### config.mk
export PLATFORM = sky130hd
export DESIGN_NAME = sigmoid_scheduler
export DESIGN_NICKNAME = d
export VERILOG_FILES = /design/src/rtl/sigmoid_scheduler_pkg.sv /design/src/rtl/sigmoid_scheduler_rr_arbiter.sv /design/src/rtl/sigmoid_scheduler.sv
export SDC_FILE = /design/constraint.sdc
export NUM_CORES = 1
export LEC_CHECK = 0
export CAP_MARGIN = 10
export CORE_AREA = 5 5 212 214
export DETAILED_ROUTE_END_ITERATION = 10
export DIE_AREA = 0 0 217 219
export PLACE_DENSITY = 0.72
export SLEW_MARGIN = 40
export SYNTH_ARGS = -nofsm -noshare
export SYNTH_HDL_FRONTEND = slang
export SYNTH_SLANG_ARGS = --single-unit
### constraint.sdc
create_clock -name clk -period 5.5 [get_ports clk]
set_input_delay 0.825 -clock clk [delete_from_list [all_inputs] [get_ports clk]]
set_output_delay 0.825 -clock clk [all_outputs]
set_load 0.005 [all_outputs]
### src/rtl/sigmoid_scheduler_pkg.sv
// Shared types and constants for the sigmoid lookup scheduler.
// data_type is the signed fixed-point word used on every data port.
package sigmoid_scheduler_pkg;

    localparam int DATA_W               = 32;
    localparam int SIGMOID_DECIMAL_BITS = 12;
    localparam int EXTRA_BITS           = 4;

    typedef logic signed [DATA_W-1:0] data_type;

    localparam logic [1:0] ST_IDLE  = 2'd0;
    localparam logic [1:0] ST_ISSUE = 2'd1;
    localparam logic [1:0] ST_DRAIN = 2'd2;
    localparam logic [1:0] ST_RESP  = 2'd3;

    // Largest LUT address magnitude; inputs beyond it saturate the sigmoid anyway.
    function automatic data_type max_mag(input int extra_bits, input int dec_bits);
        longint one_wide;
        one_wide = 1;
        return data_type'((one_wide << (extra_bits + dec_bits)) - 1);
    endfunction

endpackage

### src/rtl/sigmoid_scheduler_rr_arbiter.sv
// Combinational round-robin arbiter: first requester at or above ptr_i wins,
// otherwise the lowest-numbered requester below it.
module sigmoid_scheduler_rr_arbiter
    import sigmoid_scheduler_pkg::*;
#(
    parameter int NREQ = 2,
    parameter int PW   = 1
) (
    input  logic [NREQ-1:0] req_i,
    input  logic [PW-1:0]   ptr_i,
    output logic [NREQ-1:0] grant_o
);

    logic [NREQ-1:0] hi_req;

    always_comb begin
        hi_req = '0;
        for (int i = 0; i < NREQ; i++) begin
            if (i >= int'(ptr_i)) begin
                hi_req[i] = req_i[i];
            end
        end
    end

    // Descending scans so the lowest eligible index is the one left standing.
    always_comb begin
        grant_o = '0;
        for (int i = NREQ - 1; i >= 0; i--) begin
            if (req_i[i]) begin
                grant_o    = '0;
                grant_o[i] = 1'b1;
            end
        end
        if (|hi_req) begin
            grant_o = '0;
            for (int i = NREQ - 1; i >= 0; i--) begin
                if (hi_req[i]) begin
                    grant_o    = '0;
                    grant_o[i] = 1'b1;
                end
            end
        end
    end

endmodule

### src/rtl/sigmoid_scheduler.sv
// Time-shares one fixed-latency sigmoid LUT between NREQ vector requesters.
//   state    | meaning
//   IDLE     | arbitrate, capture granted vector on accept
//   ISSUE    | stream one |z| per cycle into the LUT, sign into the pipe
//   DRAIN    | no new lookups, wait for the last LUT return
//   RESP     | hold result vector and owner id until rsp_ready
module sigmoid_scheduler
    import sigmoid_scheduler_pkg::*;
#(
    parameter int M                    = 5,
    parameter int NREQ                 = 2,
    parameter int EXTRA_BITS           = sigmoid_scheduler_pkg::EXTRA_BITS,
    parameter int SIGMOID_DECIMAL_BITS = sigmoid_scheduler_pkg::SIGMOID_DECIMAL_BITS,
    parameter int LUT_LAT              = 1
) (
    input  logic                      clk,
    input  logic                      reset,
    input  logic [NREQ-1:0]           req_valid,
    output logic [NREQ-1:0]           req_ready,
    input  data_type                  req_z [NREQ][M],
    output logic                      rsp_valid,
    input  logic                      rsp_ready,
    output logic [$clog2(NREQ)-1:0]   rsp_id,
    output data_type                  rsp_a [M],
    output logic                      lut_valid,
    output data_type                  lut_z,
    input  data_type                  lut_a,
    output logic                      busy
);

    localparam int       PW      = $clog2(NREQ);
    localparam int       IW      = (M > 1) ? $clog2(M) : 1;
    localparam data_type MAX_MAG = max_mag(EXTRA_BITS, SIGMOID_DECIMAL_BITS);
    localparam data_type SIG_ONE = data_type'(longint'(1) << SIGMOID_DECIMAL_BITS);

    logic [1:0]    state_q, state_d;
    logic [PW-1:0] rr_ptr_q, rr_ptr_d;
    logic [PW-1:0] owner_q, owner_d;
    logic [IW-1:0] idx_q, idx_d;
    data_type      z_buf_q [M];
    data_type      z_buf_d [M];
    data_type      a_buf_q [M];
    data_type      a_buf_d [M];

    logic [LUT_LAT-1:0] vld_q, vld_d;
    logic [LUT_LAT-1:0] neg_q, neg_d;
    logic [IW-1:0]      pidx_q [LUT_LAT];
    logic [IW-1:0]      pidx_d [LUT_LAT];

    logic [NREQ-1:0]     grant;
    logic [PW-1:0]       gidx;
    logic                accept;
    logic                issuing;
    data_type            cur_z;
    logic signed [DATA_W:0] z_wide;
    logic signed [DATA_W:0] mag_wide;
    data_type            mag_c;
    logic                ret_vld;
    logic                ret_neg;
    logic [IW-1:0]       ret_idx;
    data_type            a_corr;

    sigmoid_scheduler_rr_arbiter #(
        .NREQ (NREQ),
        .PW   (PW)
    ) u_arb (
        .req_i   (req_valid),
        .ptr_i   (rr_ptr_q),
        .grant_o (grant)
    );

    always_comb begin
        gidx = '0;
        for (int i = 0; i < NREQ; i++) begin
            if (grant[i]) begin
                gidx = PW'(i);
            end
        end
    end

    assign req_ready = (state_q == ST_IDLE && !reset) ? grant : '0;
    assign accept    = |(req_valid & req_ready);
    assign issuing   = (state_q == ST_ISSUE);

    // Magnitude is formed one bit wider so the most-negative word clamps cleanly.
    always_comb begin
        cur_z    = z_buf_q[idx_q];
        z_wide   = {cur_z[DATA_W-1], cur_z};
        mag_wide = cur_z[DATA_W-1] ? -z_wide : z_wide;
        if (mag_wide > $signed({1'b0, MAX_MAG})) begin
            mag_c = MAX_MAG;
        end else begin
            mag_c = data_type'(mag_wide[DATA_W-1:0]);
        end
    end

    assign lut_valid = issuing;
    assign lut_z     = issuing ? mag_c : '0;

    assign ret_vld = vld_q[LUT_LAT-1];
    assign ret_neg = neg_q[LUT_LAT-1];
    assign ret_idx = pidx_q[LUT_LAT-1];
    assign a_corr  = ret_neg ? (SIG_ONE - lut_a) : lut_a;

    always_comb begin
        vld_d[0]  = issuing;
        neg_d[0]  = cur_z[DATA_W-1];
        pidx_d[0] = idx_q;
        for (int i = 1; i < LUT_LAT; i++) begin
            vld_d[i]  = vld_q[i-1];
            neg_d[i]  = neg_q[i-1];
            pidx_d[i] = pidx_q[i-1];
        end
    end

    always_comb begin
        a_buf_d = a_buf_q;
        if (ret_vld) begin
            a_buf_d[ret_idx] = a_corr;
        end
    end

    always_comb begin
        state_d  = state_q;
        rr_ptr_d = rr_ptr_q;
        owner_d  = owner_q;
        idx_d    = idx_q;
        z_buf_d  = z_buf_q;
        case (state_q)
            ST_IDLE: begin
                if (accept) begin
                    state_d  = ST_ISSUE;
                    idx_d    = '0;
                    owner_d  = gidx;
                    rr_ptr_d = (gidx == PW'(NREQ - 1)) ? '0 : gidx + PW'(1);
                    for (int i = 0; i < M; i++) begin
                        z_buf_d[i] = req_z[gidx][i];
                    end
                end
            end
            ST_ISSUE: begin
                if (idx_q == IW'(M - 1)) begin
                    state_d = ST_DRAIN;
                end else begin
                    idx_d = idx_q + IW'(1);
                end
            end
            ST_DRAIN: begin
                if (ret_vld && ret_idx == IW'(M - 1)) begin
                    state_d = ST_RESP;
                end
            end
            ST_RESP: begin
                if (rsp_ready) begin
                    state_d = ST_IDLE;
                end
            end
            default: state_d = ST_IDLE;
        endcase
    end

    always_ff @(posedge clk) begin
        if (reset) begin
            state_q  <= ST_IDLE;
            rr_ptr_q <= '0;
            owner_q  <= '0;
            idx_q    <= '0;
            vld_q    <= '0;
            neg_q    <= '0;
            for (int i = 0; i < M; i++) begin
                z_buf_q[i] <= '0;
                a_buf_q[i] <= '0;
            end
            for (int i = 0; i < LUT_LAT; i++) begin
                pidx_q[i] <= '0;
            end
        end else begin
            state_q  <= state_d;
            rr_ptr_q <= rr_ptr_d;
            owner_q  <= owner_d;
            idx_q    <= idx_d;
            vld_q    <= vld_d;
            neg_q    <= neg_d;
            z_buf_q  <= z_buf_d;
            a_buf_q  <= a_buf_d;
            pidx_q   <= pidx_d;
        end
    end

    assign rsp_valid = (state_q == ST_RESP);
    assign rsp_id    = owner_q;
    assign rsp_a     = a_buf_q;
    assign busy      = (state_q != ST_IDLE);

endmodule
== Yosys cells after proc, flatten, opt, wreduce, memory -nomap -nowiden ==
Index checks and enable logic that the tools add are counted.

* Flip-flop bits (word level): 332
* Input port bits: 357
* Output and inout port bits: 198
* Logic and storage cells: 82

* Add/sub/neg operators: 4
* Magnitude comparators: 6
* Eq/ne operators: 10
* Multiplexer cells: 29
* Bitwise logic cells: 4
* Reduce and logical (&&, ||, !) cells: 12

{| class="wikitable"
|+ Operators with widths
! cell !! count
|-
| 2-to-1 mux 160 bit || 3
|-
| 2-to-1 mux 32 bit || 6
|-
| bitwise mux 160 bit || 1
|-
| binary-select mux 32 bit (select 3 bit) || 1
|-
| demux 32 bit (select 3 bit) || 1
|-
| > comparator 33 x 17 -> 1 bit (second input constant) || 1
|-
| 2-to-1 mux 33 bit || 1
|-
| negator 32 -> 33 bit || 1
|-
| subtractor 14 x 32 -> 32 bit (first input constant) || 1
|-
| 2-to-1 mux 2 bit || 9
|-
| greater-or-equal comparator 4 bit (second input constant) || 2
|-
| inverter 3 -> 4 bit || 2
|-
| case mux 2 bit (4 select lines) || 1
|-
| equality test 3 bit (second input constant) || 2
|-
| 2-to-1 mux 3 bit || 2
|-
| inequality test 2 bit (second input constant) || 3
|-
| case mux 3 bit (2 select lines) || 1
|-
| equality test 2 bit (second input constant) || 2
|-
| less-than comparator 4 x 1 -> 1 bit (second input constant) || 1
|-
| inequality test 2 x 1 -> 1 bit (second input constant) || 2
|-
| AND reduction 4 bit || 1
|-
| nonzero test 2 bit || 2
|-
| OR reduction 2 bit || 2
|-
| adder 3 x 1 -> 3 bit (second input constant) || 1
|-
| other kinds (12) || 16
|}

== Longest topological paths before layout ==
Gate-level depths: netlist of the first run.

* Depth in word-level cells: 9
* Mapped depth: 16
* Depth with buffers taken out: 11

== By module ==
From an unflattened synthesis of the first run, not the netlist that was laid out.

* Cell total of the unflattened synthesis: 1775
* Area total of the unflattened synthesis: 16179.3 um^2

{| class="wikitable"
|+ Modules (own cells, without submodules)
! module !! times used !! cells an instance !! area an instance (um^2) !! seq. area each (um^2)
|-
| sigmoid_scheduler || 1 || 1772 || 16160.5 || 6646.4
|-
| sigmoid_scheduler_rr_arbiter || 1 || 3 || 18.8 || 0.0
|}

== Worst setup path before layout of the first run ==
OpenSTA, ideal clock, no wires.

* Path type: flip-flop to output port
* Start: register idx_q[0]
* End: output port lut_z[10]
* Arrival time: 3171 ps
* Required time: 4675 ps
* Slack: 1504 ps
* Cell stages (with the launch flop): 15
* Buffers on the path: 4
* Cell sequence: dfxtp_1 buf_6 buf_6 buf_6 mux2_1 a22oi_1 o211ai_1 or2_2 a221oi_1 o221a_1 and4_1 o211ai_2 nor4_4 buf_6 a21boi_2

* Cells in the longest elaborated chain, start to end: 9

{| class="wikitable"
|+ Ends and longest elaborated chain
! element !! line !! text
|-
| start: declaration || sigmoid_scheduler.sv:39 || <nowiki>logic [IW-1:0] idx_q, idx_d;</nowiki>
|-
| start signal: assignment || sigmoid_scheduler.sv:181 || <nowiki>idx_q <= idx_d;</nowiki>
|-
| inverter 3 -> 4 bit (not written as such) (*) || sigmoid_scheduler.sv:87 || <nowiki>cur_z = z_buf_q[idx_q];</nowiki>
|-
| binary-select mux 32 bit (select 3 bit) (*) || sigmoid_scheduler.sv:87 ||
|-
| 2-to-1 mux 32 bit (not written as such) (*) (2 in a row) || sigmoid_scheduler.sv:87 ||
|-
| negator 32 -> 33 bit || sigmoid_scheduler.sv:89 || <nowiki>mag_wide = cur_z[DATA_W-1] ? -z_wide : z_wide;</nowiki>
|-
| 2-to-1 mux 33 bit (*) || sigmoid_scheduler.sv:89 ||
|-
| > comparator 33 x 17 -> 1 bit || sigmoid_scheduler.sv:90 || <nowiki>if (mag_wide > $signed({1'b0, MAX_MAG})) begin</nowiki>
|-
| 2-to-1 mux 32 bit (*) || sigmoid_scheduler.sv:90 ||
|-
| 2-to-1 mux 32 bit (*) || sigmoid_scheduler.sv:98 || <nowiki>assign lut_z = issuing ? mag_c : '0;</nowiki>
|-
| end: declaration || sigmoid_scheduler.sv:26 || <nowiki>output data_type lut_z,</nowiki>
|}

Mark *: on every way between the ends. The rest lies on a longest branch, timed or not. The select of a mux whose other input is x is not followed.

== Final worst setup path of the first run ==
* Start: register idx_q[0]
* End: output port lut_z[2]

Same word-level chain as after synthesis.

==> metrics.sh, run 1 <==
CRIT_PATH_END_KIND='output port'
TIMING.SETUP.CRITICAL_PATH_CLASS='flop to output port'
IR_DROP_V=0.000249
FINALWORSTPATHREQUIREDPERIOD_NS=5.34
PATH_MAX_FANOUT=9
POST_SYNTH_INST_COUNT=1797
TIMING.FMAX_MHz=187
REG2REG_TO='z_buf_q[50]$_SDFFE_PP0P_'
FP-ROW-COUNT=76
SYNTH-MAIN-FF-CELL='dfxtp_1'
FINAL.FILL_COUNT=3887
GLOBALROUTE.TOTALOVERFLOW=0
ROUTEDWLPERCELL_UM=22.6
CTS-BUFFERS-INSERTED=38
CELLLEAKAGEPOWER_uW=0.00767
IOPINCOUNT=555
REG2REG_FROM='state_q[0]$_SDFFE_PP0P_'
WORSTMARGINPINSLEW_NS=0.787
FF_LATCH_AREA_SQ_UM=6650
DRT-TOTAL-WL_UM=64100
POWER_PER_CELL_AREA_nW_PER_UM2=380
SYNTH.YOSYS.SEQ_AREA_SHARE=0.433
WORST_SETUP_PATH_START_KIND='flop'
FINALSETUPVIOLATIONS=0
WORST_R2R_PATH_DEPTH=8
MIN_PATH_TYPE='flop to flop'
FIN_CRIT_SH=0.972
AREA_DELTA_SYNTH_FINAL_PCT=47.2
DIE_AREA_SQ_UM=47500
TIMING.FINAL.MAX_SLEW_VIOLATIONS=0
START_UTIL=0.360
CLK-INSERTION-DELAY-LATE_NS=0.53
PLACE_HPWL_UM=49500
FP.COREAREA_SQ_UM=42700
CLOCKBUFFERDEPTH=3
SYNTH_EDF_COUNT=0
CTS_TREE='done'
YS_TOP_CELLS_BY_AREA='dfxtp_1 (43%), a211oi_1 (7.6%), a22oi_1 (6.5%), a21oi_1 (6.1%), nand2_1 (5.6%)'
DPL.CELL_COUNT=2761
PORT_BUFFERS=538
SYN_AREA_SQ_UM=15400
CRITICAL_PATH_REQUIRED_NS=4.68
TOTAL_POWER_uW=8600
DRV.MAX_CAP_VIOLATION_COUNT=0
DRT_ITER0_MARKERS=1429
DIE_H_UM=219
DETAILROUTE.VIA_COUNT=15700
FIN_SKEW_NS=0.00977
RUN_STATUS='complete, no violations'
FINALNONFILLERCELLS=2841
ANT_NETS=0
TIMING.CRITICAL_PATH.ARRIVAL_NS=4.52
SYNTH-ASYNC-RESET-RATIO=0
POST-SYNTH-TOP-COUNT-CELL='dfxtp_1'
WORST_REG2REG_SETUP_SLACK_NS=2.83
POST-ROUTE-DRC-COUNT=0
MULTI_INPUT_GATE_AREA_IN_THE_FINAL_LAYOUT_SQ_UM=8100
HTREE_LEVELS=2
CRIT_END='lut_z[2]'
CTS.REPORTEDPATHS.CLKPINSLEW_NS=0.06
WORST_SETUP_PATH_STARTPOINT='idx_q[0]$_SDFFE_PP0P_'
ROUTABILITYCONGESTION=0.930
TIMING.HOLD.WORST_PATH_DEPTH=2
FINISH.UTILIZATION=0.529
SYNTHESIZED_AREA_DIVIDED_BY_SYNTHESIZED_CELL_COUNT_SQ_UM=8.54
MAX_SLEW_MARGIN=0.474
ANTENNA_FOUND_INITIAL=1
YOSYS_REGISTER_BITS=332
SYNTH.YOSYS.WARNINGS=0
GRT_PASS1_VIAS=14900
SYNTH_LARGEST_TYPE_AREA_FRACTION=0.433
DR.PASS1.ITERS=8
REPORT.FINAL.HOLD_VIOL_COUNT=0
POST_SYNTH_MOST_FREQUENT_CELLS='dfxtp_1 (332), nand2_1 (230), nor2_1 (195)'
GRT_MAX_DEGREE=136
GRT_PASS1_WL_UM=92600
GR_UTIL_ALL_LAYERS=0.252
DIE_W_UM=217
DRIVE_GT1_FRAC=0.0715
VIAS_PER_CELL=5.52
SYNTH_CELL_TYPES=72
POST-SYNTH-TOP-AREA-CELL='dfxtp_1'
CLOCK-SINKS=332
CTSHOLDBUFFERS=0
CTS-ROOT-BUF='clkbuf_16'
DESIGN.FINAL.NETS=2631
[repair_timing]
item | CTS | global route
pin swaps | 0 | 2
setup endpoints to repair | 16 | 16
setup buffers | 1 | 6
gates cloned | 0 | 1
resized for setup | 4 | 13
[state kept, by name (all words and copies together) (netlist names)]
| register | flops |
|---|---|
| state_q | 2 |
| neg_q | 1 |
| z_buf_q | 160 |
| rr_ptr_q | 1 |
| rsp_a | 160 |
| ret_vld | 1 |
| idx_q | 3 |
| pidx_q | 3 |
| rsp_id | 1 |
[cell type report]
class                           count  area share
Antenna cell                        1    0.000111
Clock buffer                       51      0.0474
Clock inverter                     18     0.00991
Inverter                           14     0.00233
Multi-Input combinational cell   1298       0.358
Sequential cell                   332       0.294
Tap cell                          546      0.0302
Timing Repair Buffer              581       0.257
[worst max-delay path, cell delays in order, from the launching register on]
cell and delay [ns]:
dfxtp_4 0.42, buf_4 0.21, mux4_2 0.52, a22oi_1 0.24, ha_1 0.26, nand4_1 0.28
nor4_4 0.30, nand2b_1 0.20, a2bb2oi_1 0.19, o2111ai_1 0.19, nor4_4 0.41, buf_6 0.19
a21boi_0 0.10, clkdlybuf4s50_1 0.47
[metrics by stage]
stage                     setup TNS, ns  area [sq um]  setup WS [ns]  hold slack [ns]
after floorplan                       0         15400           1.50            0.432
final                                 0         22600          0.156            0.453
after detailed placement              0         21100          0.370            0.447
after CTS                             0         22400         0.0115            0.455
after global placement                0         21100          0.456            0.439
after global routing             -0.106         22600        -0.0325            0.472
[metal layers]
metal	vias to the layer above	track usage	part of all wire
li1	7450	-	-
met1	7457	0.338	0.42
met2	648	0.402	0.46
met3	120	0.0557	0.076
met4	0	0.0885	0.039
met5	-	0	0
[cells by family (layout without fill, tap and decap cells)]
family | count (synthesis) | after routing | synth area share
adder cells (fa/ha/maj) | 9 | 9 | 0.00734
buffers and inverters | 182 | 664 | 0.0531
AO/OA/AOI/OAI | 607 | 607 | 0.269
XOR/XNOR | 44 | 44 | 0.0251
other | 1 | 17 | 0.000244
AND/OR/NAND/NOR | 521 | 521 | 0.144
flip-flops | 332 | 332 | 0.433
multiplexers | 101 | 101 | 0.0685
[worst min path at each step]
stage / start / endpoint / slack, ns
after global routing: rsp_a[58]$_SDFFE_PP0P_ / rsp_a[58]$_SDFFE_PP0P_ / 0.47
after CTS: z_buf_q[86]$_SDFFE_PP0P_ / z_buf_q[86]$_SDFFE_PP0P_ / 0.45
after detailed placement: z_buf_q[86]$_SDFFE_PP0P_ / z_buf_q[86]$_SDFFE_PP0P_ / 0.45
after floorplan: z_buf_q[141]$_SDFFE_PP0P_ / z_buf_q[141]$_SDFFE_PP0P_ / 0.43
after global placement: z_buf_q[151]$_SDFFE_PP0P_ / z_buf_q[151]$_SDFFE_PP0P_ / 0.44
final: rsp_a[29]$_SDFFE_PP0P_ / rsp_a[29]$_SDFFE_PP0P_ / 0.45
[report_power, final]
part / internal, uW / switching [uW] / total, uW
clock network: 1570 / 1030 / 2600
registers: 2700 / 270 / 2970
logic: 1310 / 1720 / 3030
[cell usage in the layout (no fill, tap or decap), types with 14 or more instances in the layout]
cell / count
nor2_1: 192
nand2_1: 230
xor2_1: 27
buf_4: 32
a22oi_1: 132
o21ai_0: 15
conb_1: 16
clkbuf_16: 39
clkdlybuf4s50_1: 537
mux2_2: 14
xnor2_1: 17
a21oi_1: 187
a211oi_1: 156
dfxtp_1: 329
mux2i_1: 81
No activity file was read; power rests on OpenSTA's default activity.
==> inputs of run 2 (changes only) <==
- SETUP_SLACK_MARGIN: default -> 0.2
==> metrics.sh, run 2 (synthesis gave the netlist of run 1 again) <==
RUN_STATUS='complete, no violations'  # unchanged
GRT_PASS1_WL_UM=92900  # was 92600 um
CLK-INSERTION-DELAY-LATE_NS=0.53  # about the same
SHARE_CLK_OF_TOTAL_POWER=0.298  # was 0.302
CRITICAL_PATH_REQUIRED_NS=4.68  # about the same
GRT_SETUP_UNREPAIRED='no'
CRITPATHMAXSTAGEDELAY_NS=0.55  # was 0.52 ns
ANTENNA_FOUND_INITIAL=1  # unchanged
DPL-INSTANCE-AREA_SQ_UM=21100  # unchanged
FINALSETUPVIOLATIONS=0  # unchanged
DIE_W_UM=217  # unchanged
DRIVE_GT1_FRAC=0.0875  # was 0.0715
AREA_DELTA_SYNTH_FINAL_PCT=49.0  # was 47.2%
ANT_NETS=0  # unchanged
TIMING.FMAX_MHz=195  # was 187 MHz
IOPINCOUNT=555  # unchanged
PLACE_HPWL_UM=49500  # unchanged
WORST_SETUP_PATH_START_KIND='flop'  # unchanged
REPORT.FINAL.HOLD_VIOL_COUNT=0  # unchanged
TOTAL_POWER_uW=8710  # was 8600 uW
POWER_SWITCHING_SHARE=0.352  # was 0.351
CRIT_CHAIN='buf_12, mux2i_2, nor2_1, a221o_1, buf_4, or3_4, or4_4, o21ai_1, a31oi_1, nor4_4, buf_6, a21boi_2, clkdlybuf4s50_1'  # was buf_4, mux4_2, a22oi_1, ha_1, nand4_1, nor4_4, nand2b_1, a2bb2oi_1, o2111ai_1, nor4_4, buf_6, a21boi_0, clkdlybuf4s50_1
CLOCKBUFFERDEPTH=3  # unchanged
CLOCK-SINKS=332  # unchanged
POSTLAYOUTCELLAREA_SQ_UM=22900  # was 22600 sq um
MIN_PATH_TYPE='flop to flop'  # unchanged
HOLDWS_NS=0.453  # about the same
CTS_TREE='done'  # unchanged
FINISH.UTILIZATION=0.536  # was 0.529
CTS-BUFFERS-INSERTED=38  # unchanged
LAYOUT_COMMON_CELLS='clkdlybuf4s50_1 (528), dfxtp_1 (329), nand2_1 (230)'  # was clkdlybuf4s50_1 (537), dfxtp_1 (329), nand2_1 (230)
GLOBALROUTE.TOTALOVERFLOW=0  # unchanged
DIE_AREA_SQ_UM=47500  # unchanged
CELLLEAKAGEPOWER_uW=0.00792  # was 0.00767 uW
ROUTEDWLPERCELL_UM=22.6  # about the same
CTS.REPORTEDPATHS.CLKPINSLEW_NS=0.06  # about the same
DIE_H_UM=219  # unchanged
TIMING.CRITICAL_PATH.ARRIVAL_NS=4.31  # was 4.52 ns
PATH_MAX_FANOUT=13  # was 9
CRIT_PATH_END_KIND='output port'  # unchanged
CTS-ROOT-BUF='clkbuf_16'  # unchanged
DRV.MAX_CAP_VIOLATION_COUNT=0  # unchanged
HTREE_LEVELS=2  # unchanged
P_SW_uW=3060  # was 3020 uW
DR.PASS1.ITERS=7  # was 8
CTSHOLDBUFFERS=0  # unchanged
FP-ROW-COUNT=76  # unchanged
PORT_BUFFERS=538  # unchanged
SEQ_POWER_SHARE=0.341  # was 0.345
FINAL_COMMON_CELL='clkdlybuf4s50_1'  # unchanged
POWER_PER_CELL_AREA_nW_PER_UM2=381  # was 380 nW/um^2
GRT_PASS1_VIAS=14900  # about the same
DETAILROUTE.VIA_COUNT=15800  # was 15700
POST-ROUTE-DRC-COUNT=0  # unchanged
FINALWORSTPATHREQUIREDPERIOD_NS=5.14  # was 5.34 ns
FIN_SKEW_NS=0.00983  # was 0.00977 ns
WORSTMARGINPINSLEW_NS=0.786  # was 0.787 ns
DESIGN.FINAL.NETS=2645  # was 2631
DRT-TOTAL-WL_UM=64700  # was 64100 um
GRT_MAX_DEGREE=136  # unchanged
COMBINATIONALPOWERSHARE=0.361  # was 0.353
MAX_SLEW_MARGIN=0.476  # was 0.474
TIMING.SETUP.CRITICAL_PATH_CLASS='flop to output port'  # unchanged
TIMING.FINAL.MAX_SLEW_VIOLATIONS=0  # unchanged
FP.COREAREA_SQ_UM=42700  # unchanged
FINALSETUPTNS_NS=0  # unchanged
DRT_ITER0_MARKERS=1408  # was 1429
FIN_CRIT_SH=0.934  # was 0.972
P_INT_uW=5640  # was 5580 uW
ROUTABILITYCONGESTION=0.930  # unchanged
VIAS_PER_CELL=5.54  # was 5.52
WORST_PATH_MAX_DELAY_CELL='or4_4'  # was mux4_2
START_UTIL=0.360  # unchanged
IR_DROP_V=0.000250  # was 0.000249 V
GR_UTIL_ALL_LAYERS=0.253  # was 0.252
-- run 2: cell count changes in the layout (fill, tap and decap cells not counted), sizes merged --
cell / change
clkdlybuf4s50: -9
buf: +14
dlymetal6s2s: +9
-- run 2: area by class of cell --
type                            count  area, sq um
Antenna cell                        1         2.50
Clock buffer                       51         1070
Clock inverter                     18          224
Fill cell                        3874        19800
Inverter                           14         52.6
Multi-Input combinational cell   1298         8220
Sequential cell                   332         6660
Tap cell                          546          683
Timing Repair Buffer              595         5970
-- run 2: worst paths after layout --
path,startpoint,to,slack (ns),depth (start not counted)
worst max register to register,state_q[0]$_SDFFE_PP0P_,z_buf_q[50]$_SDFFE_PP0P_,2.83,8
worst min register to register,rsp_a[29]$_SDFFE_PP0P_,rsp_a[29]$_SDFFE_PP0P_,0.45,2
worst max-delay path,idx_q[0]$_SDFFE_PP0P_,lut_z[8],0.36,13
worst min-delay path,rsp_a[29]$_SDFFE_PP0P_,rsp_a[29]$_SDFFE_PP0P_,0.45,2
-- run 2: per-layer routing --
| layer | vias to the layer above | track usage | part of all wire |
|---|---|---|---|
| met3 | 114 | 0.0607 | 0.081 |
| li1 | 7484 | - | - |
| met1 | 7517 | 0.335 | 0.42 |
| met2 | 693 | 0.405 | 0.46 |
| met5 | - | 0 | 0 |
| met4 | 0 | 0.0874 | 0.037 |
-- run 2: critical path: cells and delay by family (launching register included) --
kind            cells  cell delay, ns
buf+inv             4            0.99
simple gates        4            1.46
flops               1            0.44
compound gates      4            0.65
mux                 1            0.24
-- run 2: power by group through the flow --
stage               combinational, uW  clock (uW)  sequential [uW]
finish                           3140        2600             2970
global route                     3360        2770             2990
CTS                              2970        2650             2950
detailed placement               2880           0             3010
global placement                 2850           0             3020
floorplan                        1750           0             2870
-- run 2: what timing repair did --
action                                 4_1_cts  5_1_grt
endpoints found under the hold margin        0        0
setup endpoints to repair                   16       16
cloned                                       1        0
buffers inserted                             5       16
pin swaps                                    2        7
gates resized for setup                     13       48
-- run 2: metrics by stage --
stage | std cells | setup WS [ns]
6_report | 2855 | 0.361
5_1_grt | 2855 | 0.199
4_1_cts | 2836 | 0.247
3_5_place_dp | 2761 | 0.370
3_3_place_gp | 2761 | 0.456
2_1_floorplan | 1812 | 1.50
